## config.mk

```make
export PLATFORM = sky130hd
export DESIGN_NAME = instr_fetch_unit
export DESIGN_NICKNAME = d
export VERILOG_FILES = /design/src/rtl/instr_fetch_unit.sv
export SDC_FILE = /design/constraint.sdc
export NUM_CORES = 1
export LEC_CHECK = 0
export CAP_MARGIN = 40
export CORE_UTILIZATION = 44
export DETAILED_ROUTE_END_ITERATION = 12
export PLACE_DENSITY_LB_ADDON = 0.05
export SLEW_MARGIN = 25
export SYNTH_ARGS = -nofsm -noshare
export SYNTH_HDL_FRONTEND = slang
export SYNTH_SLANG_ARGS = --single-unit
```

## constraint.sdc

```tcl
create_clock -name clk -period 1.72 [get_ports clk]
set_input_delay 0.344 -clock clk [delete_from_list [all_inputs] [get_ports clk]]
set_output_delay 0.344 -clock clk [all_outputs]
set_load 0.1 [all_outputs]
```

## src/rtl/instr_fetch_unit.sv

```systemverilog
// Instruction fetch sequencer: PC -> program memory read/ready handshake -> IR load strobe.
// Optional halt detection (opcode 0 parks the FSM in HALTED) is compiled in with FETCH_HALT_DETECT_EN.
module instr_fetch_unit #(
    parameter int WIDTH_ADDRESS_BIT = 5,
    parameter int WIDTH_REG         = 8,
    parameter int OPCODE            = 3
) (
    input  logic                         clk,
    input  logic                         reset_n,
    input  logic                         fetch_req,
    input  logic                         pc_load,
    input  logic [WIDTH_ADDRESS_BIT-1:0] pc_in,
    output logic [WIDTH_ADDRESS_BIT-1:0] mem_addr,
    output logic                         mem_rd,
    input  logic [WIDTH_REG-1:0]         mem_data,
    input  logic                         mem_ready,
    output logic                         ir_load,
    output logic [WIDTH_REG-1:0]         ir_data,
    output logic [WIDTH_ADDRESS_BIT-1:0] pc,
    output logic                         busy,
    output logic                         halted
);

    typedef enum logic [2:0] {
        S_IDLE,
        S_REQ,
        S_WAIT,
        S_LOAD
`ifdef FETCH_HALT_DETECT_EN
        , S_HALTED
`endif
    } state_t;

    state_t                       state_q, state_d;
    logic [WIDTH_ADDRESS_BIT-1:0] pc_q, pc_d;
    logic [WIDTH_REG-1:0]         ir_q, ir_d;
    logic                         pend_q, pend_d;
    logic [WIDTH_ADDRESS_BIT-1:0] pend_addr_q, pend_addr_d;

    always_ff @(posedge clk or negedge reset_n) begin
        if (!reset_n) begin
            state_q     <= S_IDLE;
            pc_q        <= '0;
            ir_q        <= '0;
            pend_q      <= 1'b0;
            pend_addr_q <= '0;
        end else begin
            state_q     <= state_d;
            pc_q        <= pc_d;
            ir_q        <= ir_d;
            pend_q      <= pend_d;
            pend_addr_q <= pend_addr_d;
        end
    end

    always_comb begin
        state_d     = state_q;
        pc_d        = pc_q;
        ir_d        = ir_q;
        pend_d      = pend_q;
        pend_addr_d = pend_addr_q;
        case (state_q)
            S_IDLE: begin
                if (pc_load) begin
                    pc_d = pc_in;
                end else if (fetch_req) begin
                    state_d = S_REQ;
                end
            end
            S_REQ: begin
                state_d = S_WAIT;
                if (pc_load) begin
                    pend_d      = 1'b1;
                    pend_addr_d = pc_in;
                end
            end
            S_WAIT: begin
                if (pc_load) begin
                    pend_d      = 1'b1;
                    pend_addr_d = pc_in;
                end
                if (mem_ready) begin
                    ir_d    = mem_data;
                    state_d = S_LOAD;
                end
            end
            S_LOAD: begin
                // A jump arriving in LOAD itself is the most recent one, so it beats the pending target.
                if (pc_load) begin
                    pc_d = pc_in;
                end else if (pend_q) begin
                    pc_d = pend_addr_q;
                end else begin
                    pc_d = pc_q + WIDTH_ADDRESS_BIT'(1);
                end
                pend_d  = 1'b0;
                state_d = S_IDLE;
`ifdef FETCH_HALT_DETECT_EN
                if (ir_q[WIDTH_REG-1 -: OPCODE] == '0) begin
                    state_d = S_HALTED;
                end
`endif
            end
`ifdef FETCH_HALT_DETECT_EN
            S_HALTED: begin
                state_d = S_HALTED;
            end
`endif
            default: begin
                state_d = S_IDLE;
            end
        endcase
    end

    assign mem_addr = pc_q;
    assign pc       = pc_q;
    assign ir_data  = ir_q;
    assign mem_rd   = (state_q == S_REQ) || (state_q == S_WAIT);
    assign ir_load  = (state_q == S_LOAD);
    assign busy     = (state_q != S_IDLE);
`ifdef FETCH_HALT_DETECT_EN
    assign halted   = (state_q == S_HALTED);
`else
    assign halted   = 1'b0;
`endif

endmodule
```

==> flow_metrics.env, run 1 <==
export IMPL_cts_tree="yes"
export IMPL_fillers=192
export IMPL_ys_seq_area_share_pct=46.0
export IMPL_ant_nets=0
export IMPL_areaGrowthSynthToFinish_pct=56.3
export IMPL_fin_nets=162
export IMPL_ys_seq_elements=21
export IMPL_syn_nets=123
export IMPL_die_area_um2=2810
export IMPL_num_vias=885
export IMPL_gp_congestion=0.832
export IMPL_finalMaxSlewViolations=0
export IMPL_grt_ovfl_total=0
export IMPL_crit_family="flip-flops"
export IMPL_path_clk_slew_ns=0.12
export IMPL_drt_iter0_markers=8
export IMPL_die_y_um=53.0
export IMPL_placement_io_buffers=38
export IMPL_dp_hpwl_um=1790
export IMPL_worst_path_most_repeated_cell="inv_1"
export IMPL_ctsRootBufferMaster="clkbuf_4"
export IMPL_setup_viol=0
export IMPL_grt_met3_usage_pct=4.60
export IMPL_viasPerCell=5.27
export IMPL_fmax_mhz=604
export IMPL_worstSetupStartpointType="flip-flop"
export IMPL_crit_required_ns=1.38
export IMPL_pin_count=40
export IMPL_drt_first_pass_iters=5
export IMPL_endpoint_kind="primary output"
export IMPL_cp_num_buf_inv=3
export IMPL_cts_buffers=3
export IMPL_routedWlPerCell_um=13.9
export IMPL_core_rowCount=18
export IMPL_min_period_over_period_pct=96.3
export IMPL_synth_edf_count=0
export IMPL_slowest_stage="dfrtp_1"
export IMPL_start_util_pct=46.2
export IMPL_ctsHtreeMaxLevel=1
export IMPL_ys_types=36
export IMPL_crit_type="reg2out"
export IMPL_path_cells="inv_1, ha_4, inv_1, buf_12"
export IMPL_status="finished, final reports clean"
export IMPL_insertion_delay_ns=0.30
export IMPL_use_met1_pct=24.7
export IMPL_syn_inst=100
export IMPL_drc=0
export IMPL_syn_area_um2=1140
export IMPL_timing_final_hold_violations=0
export IMPL_clockBufferDepth=2
export IMPL_async_reset_ff_share_pct=100
export IMPL_synth_warnings=0
export IMPL_antenna_found_initial=0
export IMPL_core_um2=2480
export IMPL_grt_busiest_layer="met2"
export IMPL_drt_total_wl_um=2330
export IMPL_crit_arrival_ns=1.31
export IMPL_hold_ws_ns=0.376
export IMPL_track_usage_pct=19.9
export IMPL_fin_crit_ns=1.66
export IMPL_hp_class="in2async"
export IMPL_grt_max_degree=22
export IMPL_die_x_um=53.0
export IMPL_syn_avg_cell_area_um2=11.4
export IMPL_grt_pass1_vias=864
export IMPL_maxCapViolCount=0
export IMPL_clock_sinks=21
export IMPL_skew_ns=0.00611
export IMPL_grt_pass1_wl_um=3940
export IMPL_global_route_usage_met2_pct=32.3
export IMPL_critPathMaxStageDelay_ns=0.42
export IMPL_synth_top_flop_cell="dfrtp_1"
export IMPL_drive_gt1_share_pct=37.7
export IMPL_num_antenna_cells=0
export IMPL_critPathMaxFanout=7
## worst reg2reg max path: cells and delay by family, from the launching register on
kind / cells / cell delay, ns
DFF: 1 / 0.44
muxes: 1 / 0.38
and+or+nand+nor: 1 / 0.29
adders and majority gates: 1 / 0.19
buffers and inverters: 1 / 0.15
## timing repair
action,in CTS,in global routing
hold buffers,0,0
endpoints found under the setup margin,0,2
buffers inserted,0,1
gates resized for setup,0,1
## sequential cells by signal (all words and copies together), names as in the netlist
| signal | count |
|---|---|
| pend_addr_q | 5 |
| ir_data | 8 |
| pend_q | 1 |
| state_q | 2 |
| mem_addr | 5 |
## through the flow
step	cells	setup slack (ns)	TNS [ns]	area (um^2)	util [%]
6_report	168	0.0643	0	1790	72.2
5_1_grt	168	-0.0109	-0.0109	1790	72.2
4_1_cts	167	0.0227	0	1780	71.9
3_5_place_dp	163	-0.0106	-0.0106	1750	70.8
3_3_place_gp	163	0.0129	0	1750	70.8
2_1_floorplan	100	0.00371	0	1160	-
## cell type report
class                      instances  area [um^2]  share of cell area [%]
clock buffer                       4         26.3                    1.47
inverter                           3         11.3                   0.630
multi-input combinational         67          556                    31.1
sequential                        21          529                    29.6
tap                               30         37.5                    2.10
timing repair buffer              43          628                    35.1
## cell usage after synthesis (2+ instances only)
cell | number | area (um^2)
a31oi_1 | 2 | 12.5
dfrtp_1 | 21 | 526
ha_1 | 5 | 62.6
nor2_1 | 2 | 7.51
nand2b_1 | 3 | 18.8
and2_1 | 2 | 12.5
mux2_2 | 14 | 158
a21oi_1 | 5 | 25.0
inv_1 | 3 | 11.3
nand2_1 | 5 | 18.8
buf_2 | 2 | 10.0
nor2b_1 | 3 | 18.8
o22ai_1 | 2 | 12.5
buf_4 | 6 | 45.0
mux2i_1 | 2 | 20.0
o21ai_0 | 3 | 15.0
## per-layer routing
metal / part of all wire, % / wire length (um)
met5: 0 / 0
met4: 1.5 / 36
met3: 5.2 / 122
met2: 50 / 1170
met1: 43 / 1010
## kinds of logic after synthesis
group	share of synthesized area, %
other	0.328
XOR/XNOR	0.766
flip-flops	46.0
buffers and inverters	6.78
AO/OA/AOI/OAI	14.2
AND/OR/NAND/NOR	9.63
multiplexers	16.8
adder cells (fa/ha/maj)	5.47
## placed cells by master (no fill, tap or decap), drive strengths merged, types with 4 or more instances in the layout
master,count
nand2,5
ha,5
a21oi,5
mux2,15
dfrtp,21
clkdlybuf4s50,17
clkbuf,4
buf,26
## path summary, 6_finish.rpt
kind                                              endpoint                  startpoint  cells past startpoint  slack [ns]
worst max-delay path                                  busy      state_q[1]$_DFFE_PN0P_                      4        0.06
worst min-delay path                    pend_q$_DFFE_PN0P_                     reset_n                      2        0.38
worst max register to register      ir_data[5]$_DFFE_PN0P_      state_q[1]$_DFFE_PN0P_                      4        0.17
worst min register to register  pend_addr_q[3]$_DFFE_PN0P_  pend_addr_q[3]$_DFFE_PN0P_                      1        0.51
max in group asynchronous          mem_addr[2]$_DFFE_PN0P_                     reset_n                      2        1.10
min in group clk                pend_addr_q[3]$_DFFE_PN0P_  pend_addr_q[3]$_DFFE_PN0P_                      1        0.51
Power of run 1 is left out: the tool's default activity adds up to more than one toggle a clock period on the data nets, which glitch-free logic cannot reach.
==> inputs of run 2 (changes only) <==
CORE_UTILIZATION = 40   (was 44)
clock period = 1.49 ns   (was 1.72 ns; I/O delays follow)
==> run 2 against run 1 <==
The flow now finishes with violations (negative setup slack). Utilization rose by 0.51 points. Sequential share of layout area is 2.8 points lower. Setup slack lost 0.19 ns. Count of clock-buffer cells in the layout unchanged. Worst hold slack lost 0.046 ns. Register-to-register slack worse by 0.30 ns. First-iteration DRC count grew 50%. Final cell count rose by 9.5%.
==> flow_metrics.env, run 2 (synthesized netlist as in run 1, its figures left out) <==
export IMPL_drt_first_pass_iters=4
export IMPL_antenna_found_initial=0
export IMPL_drt_iter0_markers=12
export IMPL_layout_common_cells="buf_12 (21), clkdlybuf4s50_1 (17), buf_4 (16), dfrtp_1 (15), mux2_2 (13)"
export IMPL_timing_final_ws_setup_ns=-0.127
export IMPL_crit_type="reg2reg"
export IMPL_ctsRootBufferMaster="clkbuf_4"
export IMPL_finalMaxSlewViolations=0
export IMPL_viasPerCell=5.11
export IMPL_placement_io_buffers=38
export IMPL_path_cells="inv_2, buf_4, buf_4, ha_4, nor2b_1, a21oi_2, mux2_4"
export IMPL_path_clk_slew_ns=0.13
export IMPL_clockBufferDepth=2
export IMPL_ant_nets=0
export IMPL_hold_ws_ns=0.330
export IMPL_drive_gt1_share_pct=51.0
export IMPL_endpoint_kind="flip-flop"
export IMPL_skew_ns=0.0185
export IMPL_insertion_delay_ns=0.30
export IMPL_crit_required_ns=1.69
export IMPL_cts_tree="yes"
export IMPL_maxCapViolCount=0
export IMPL_timing_final_hold_violations=0
export IMPL_ctsHtreeMaxLevel=1
export IMPL_min_period_over_period_pct=109
export IMPL_fmax_mhz=618
export IMPL_violations="negative setup slack"
export IMPL_critPathMaxStageDelay_ns=0.38
export IMPL_multi_input_area_um2=618
export IMPL_die_x_um=55.5
export IMPL_grt_met3_usage_pct=3.75
export IMPL_mostFrequentLayoutCell="buf_12"
export IMPL_grt_pass1_vias=982
export IMPL_setup_viol=7
export IMPL_areaGrowthSynthToFinish_pct=73.7
export IMPL_crit_arrival_ns=1.82
export IMPL_die_y_um=55.5
export IMPL_final_cells=184
export IMPL_track_usage_pct=17.7
export IMPL_largest_reg_flops=8
export IMPL_core_rowCount=19
export IMPL_grt_ovfl_total=0
export IMPL_use_met1_pct=20.6
export IMPL_fillers=201
export IMPL_core_um2=2730
export IMPL_grt_max_degree=22
export IMPL_worst_path_most_repeated_cell="buf_4"
export IMPL_hp_class="in2async"
export IMPL_drt_total_wl_um=2600
export IMPL_num_antenna_cells=0
export IMPL_dp_cells=171
export IMPL_dp_hpwl_um=1890
export IMPL_gp_congestion=0.786
export IMPL_global_route_usage_met2_pct=32.2
export IMPL_clock_sinks=21
export IMPL_status="finished with violations"
export IMPL_num_vias=941
export IMPL_grt_busiest_layer="met2"
export IMPL_regArea_um2=533
export IMPL_fin_nets=177
export IMPL_cts_buffers=3
export IMPL_pin_count=40
export IMPL_hold_buffers=0
export IMPL_fin_crit_ns=1.62
export IMPL_die_area_um2=3080
export IMPL_start_util_pct=41.8
export IMPL_slowest_stage="dfrtp_1"
export IMPL_grt_pass1_wl_um=4280
export IMPL_critPathMaxFanout=3
export IMPL_rsz0062_at_grt="yes"
export IMPL_routedWlPerCell_um=14.1
export IMPL_worstSetupStartpointType="flip-flop"
export IMPL_drc=0
## run 2: final timing paths
check	slack, ns	startpoint	to	depth (start not counted)
max reg2reg	-0.13	state_q[0]$_DFFE_PN0P_	state_q[1]$_DFFE_PN0P_	7
min	0.33	reset_n	state_q[0]$_DFFE_PN0P_	2
min reg2reg	0.52	pend_addr_q[2]$_DFFE_PN0P_	pend_addr_q[2]$_DFFE_PN0P_	1
max in group asynchronous	0.91	reset_n	mem_addr[2]$_DFFE_PN0P_	2
max	-0.13	state_q[0]$_DFFE_PN0P_	state_q[1]$_DFFE_PN0P_	7
min in group clk	0.52	pend_addr_q[2]$_DFFE_PN0P_	pend_addr_q[2]$_DFFE_PN0P_	1
## run 2: metrics by stage
| stage | instance area (um^2) | util, % | worst slack (ns) | TNS (ns) |
|---|---|---|---|---|
| 2_1_floorplan | 1180 | - | -0.149 | -0.194 |
| 3_3_place_gp | 1840 | 67.3 | -0.133 | -0.791 |
| 3_5_place_dp | 1840 | 67.3 | -0.184 | -0.889 |
| 4_1_cts | 1950 | 71.4 | -0.120 | -0.281 |
| 5_1_grt | 1990 | 72.7 | -0.179 | -0.884 |
| 6_report | 1990 | 72.7 | -0.127 | -0.530 |
## run 2: final cells by class
type	count	share of cell area, %
inverter	3	0.756
tap	31	1.95
sequential	21	26.8
timing repair buffer	58	38.0
multi-input combinational	67	31.1
clock buffer	4	1.32
## run 2: timing repair
item                       CTS  global route
buffers inserted             9             1
setup endpoints to repair    5            13
gates resized for setup      6             9
pin swaps                    3             2
## run 2: critical path, delay by kind of cell, from the launching register on
| kind | cells | cell delay, ns |
|---|---|---|
| buffers and inverters | 3 | 0.32 |
| flip-flops | 1 | 0.38 |
| AND/OR/NAND/NOR | 1 | 0.14 |
| multiplexers | 1 | 0.32 |
| AO/OA/AOI/OAI | 1 | 0.17 |
| adder cells (fa/ha/maj) | 1 | 0.18 |
## run 2: routing by layer
metal  part of all wire [%]  up-vias
li1                       -      457
met1                     41      454
met2                     54       28
met3                    4.0        2
met4                   0.54        0
met5                      0        -
Power of run 2 is left out for the same reason.
==> inputs of run 3 (changes only) <==
CORE_MARGIN = 2   (was not set)
CORE_UTILIZATION = 42   (was 40)
CTS_BUF_LIST = sky130_fd_sc_hd__clkbuf_4   (was not set)
GPL_ROUTABILITY_DRIVEN = 0   (was not set)
==> run 3 against run 2 <==
The flow still finishes with violations (negative setup slack). Utilization up 5.9 points. Global-route usage up 0.26 points. Non-clock buffer count down 1. First-iteration DRC count rose to 2.8 times the previous value. Critical path type is now reg2out. Setup slack worse by 0.030 ns. Flip-flop and latch count unchanged. Register-to-register slack about the same. Critical path depth down 2. Via count up 1.9%. Highest routed layer unchanged.
==> flow_metrics.env, run 3 (synthesized netlist as in run 1, its figures left out) <==
export IMPL_status="finished with violations"
export IMPL_violations="negative setup slack"
export IMPL_setup_viol=7
export IMPL_largest_reg_flops=8
export IMPL_ant_nets=0
export IMPL_drt_total_wl_um=2670
export IMPL_die_x_um=56.2
export IMPL_timing_final_hold_violations=0
export IMPL_mostFrequentLayoutCell="buf_12"
export IMPL_num_vias=959
export IMPL_crit_arrival_ns=1.35
export IMPL_critPathMaxFanout=3
export IMPL_hold_buffers=0
export IMPL_setup_tns_final_ns=-0.621
export IMPL_dp_hpwl_um=1920
export IMPL_die_y_um=56.2
export IMPL_crit_family="flip-flops"
export IMPL_crit_required_ns=1.19
export IMPL_cts_tree="yes"
export IMPL_core_um2=2520
export IMPL_reg2reg_slack_ns=-0.12
export IMPL_endpoint_kind="primary output"
export IMPL_path_cells="inv_2, ha_4, buf_6, clkinvlp_4, buf_12"
export IMPL_rsz0062_at_grt="yes"
export IMPL_pin_count=40
export IMPL_num_antenna_cells=0
export IMPL_placement_io_buffers=38
export IMPL_worstSetupStartpointType="flip-flop"
export IMPL_routedWlPerCell_um=14.7
export IMPL_drc=0
export IMPL_insertion_delay_ns=0.30
export IMPL_layout_common_cells="buf_12 (21), clkdlybuf4s50_1 (17), buf_4 (16), dfrtp_1 (15), mux2_2 (13)"
export IMPL_drt_first_pass_iters=4
export IMPL_skew_ns=0.00538
export IMPL_grt_pass1_vias=1001
export IMPL_drive_gt1_share_pct=52.0
export IMPL_die_area_um2=3160
export IMPL_fin_crit_ns=1.65
export IMPL_viasPerCell=5.27
export IMPL_clock_sinks=21
export IMPL_grt_max_degree=22
export IMPL_track_usage_pct=17.9
export IMPL_antenna_found_initial=0
export IMPL_cp_num_buf_inv=4
export IMPL_finalMaxSlewViolations=0
export IMPL_cts_buffers=3
export IMPL_start_util_pct=45.3
export IMPL_grt_pass1_wl_um=4550
export IMPL_fmax_mhz=607
export IMPL_path_clk_slew_ns=0.12
export IMPL_crit_type="reg2out"
export IMPL_critPathMaxStageDelay_ns=0.46
export IMPL_drt_iter0_markers=33
export IMPL_clockBufferDepth=2
export IMPL_slowest_stage="dfrtp_2"
export IMPL_grt_ovfl_total=0
export IMPL_maxCapViolCount=0
export IMPL_timing_final_ws_setup_ns=-0.157
export IMPL_ctsHtreeMaxLevel=1
export IMPL_areaGrowthSynthToFinish_pct=73.3
export IMPL_hp_class="in2async"
export IMPL_ctsRootBufferMaster="clkbuf_4"
export IMPL_fin_nets=176
export IMPL_min_period_over_period_pct=111
export IMPL_core_rowCount=18
-- run 3: cell types whose count changed in the layout (fill, tap and decap cells not counted), sizes merged --
| cell | previous run | this run |
|---|---|---|
| clkinv | 0 | 1 |
| buf | 41 | 40 |
| clkbuf | 4 | 3 |
-- run 3: layer usage --
layer / GRT usage [%] / share of wire [%] / vias up
li1: - / - / 457
met5: 0 / 0 / -
met1: 20.9 / 40 / 464
met2: 33.1 / 53 / 36
met3: 5.12 / 6.2 / 2
met4: 2.38 / 0.52 / 0
-- run 3: per-stage QoR --
stage,instance area [um^2],worst slack (ns),util (%),std cells,hold WS [ns]
detailed placement,1820,-0.237,72.1,169,0.486
global route,1980,-0.223,78.6,182,0.366
floorplan,1180,-0.149,-,100,0.00241
CTS,1920,-0.125,76.0,180,0.341
global placement,1820,-0.191,72.1,169,0.477
finish,1980,-0.157,78.6,182,0.328
-- run 3: what timing repair did --
| item | 4_1_cts | 5_1_grt |
|---|---|---|
| resized for setup | 6 | 9 |
| pin swaps | 1 | 0 |
| setup buffers | 7 | 2 |
| setup endpoints to repair | 13 | 23 |
-- run 3: final cells by class --
class                      count  area [um^2]
clock buffer                   3         22.5
clock inverter                 1         5.00
fill                         160          541
inverter                       3         15.0
multi-input combinational     67          624
sequential                    21          533
tap                           30         37.5
timing repair buffer          57          744
-- run 3: worst paths after layout --
| check | start | end | depth (start not counted) |
|---|---|---|---|
| max | state_q[1]$_DFFE_PN0P_ | busy | 5 |
| min | reset_n | pend_q$_DFFE_PN0P_ | 2 |
| max reg2reg | state_q[1]$_DFFE_PN0P_ | mem_addr[4]$_DFFE_PN0P_ | 6 |
| min reg2reg | pend_addr_q[2]$_DFFE_PN0P_ | pend_addr_q[2]$_DFFE_PN0P_ | 1 |
| max in group asynchronous | reset_n | mem_addr[3]$_DFFE_PN0P_ | 2 |
| min in group clk | pend_addr_q[2]$_DFFE_PN0P_ | pend_addr_q[2]$_DFFE_PN0P_ | 1 |
Power of run 3 is left out for the same reason.
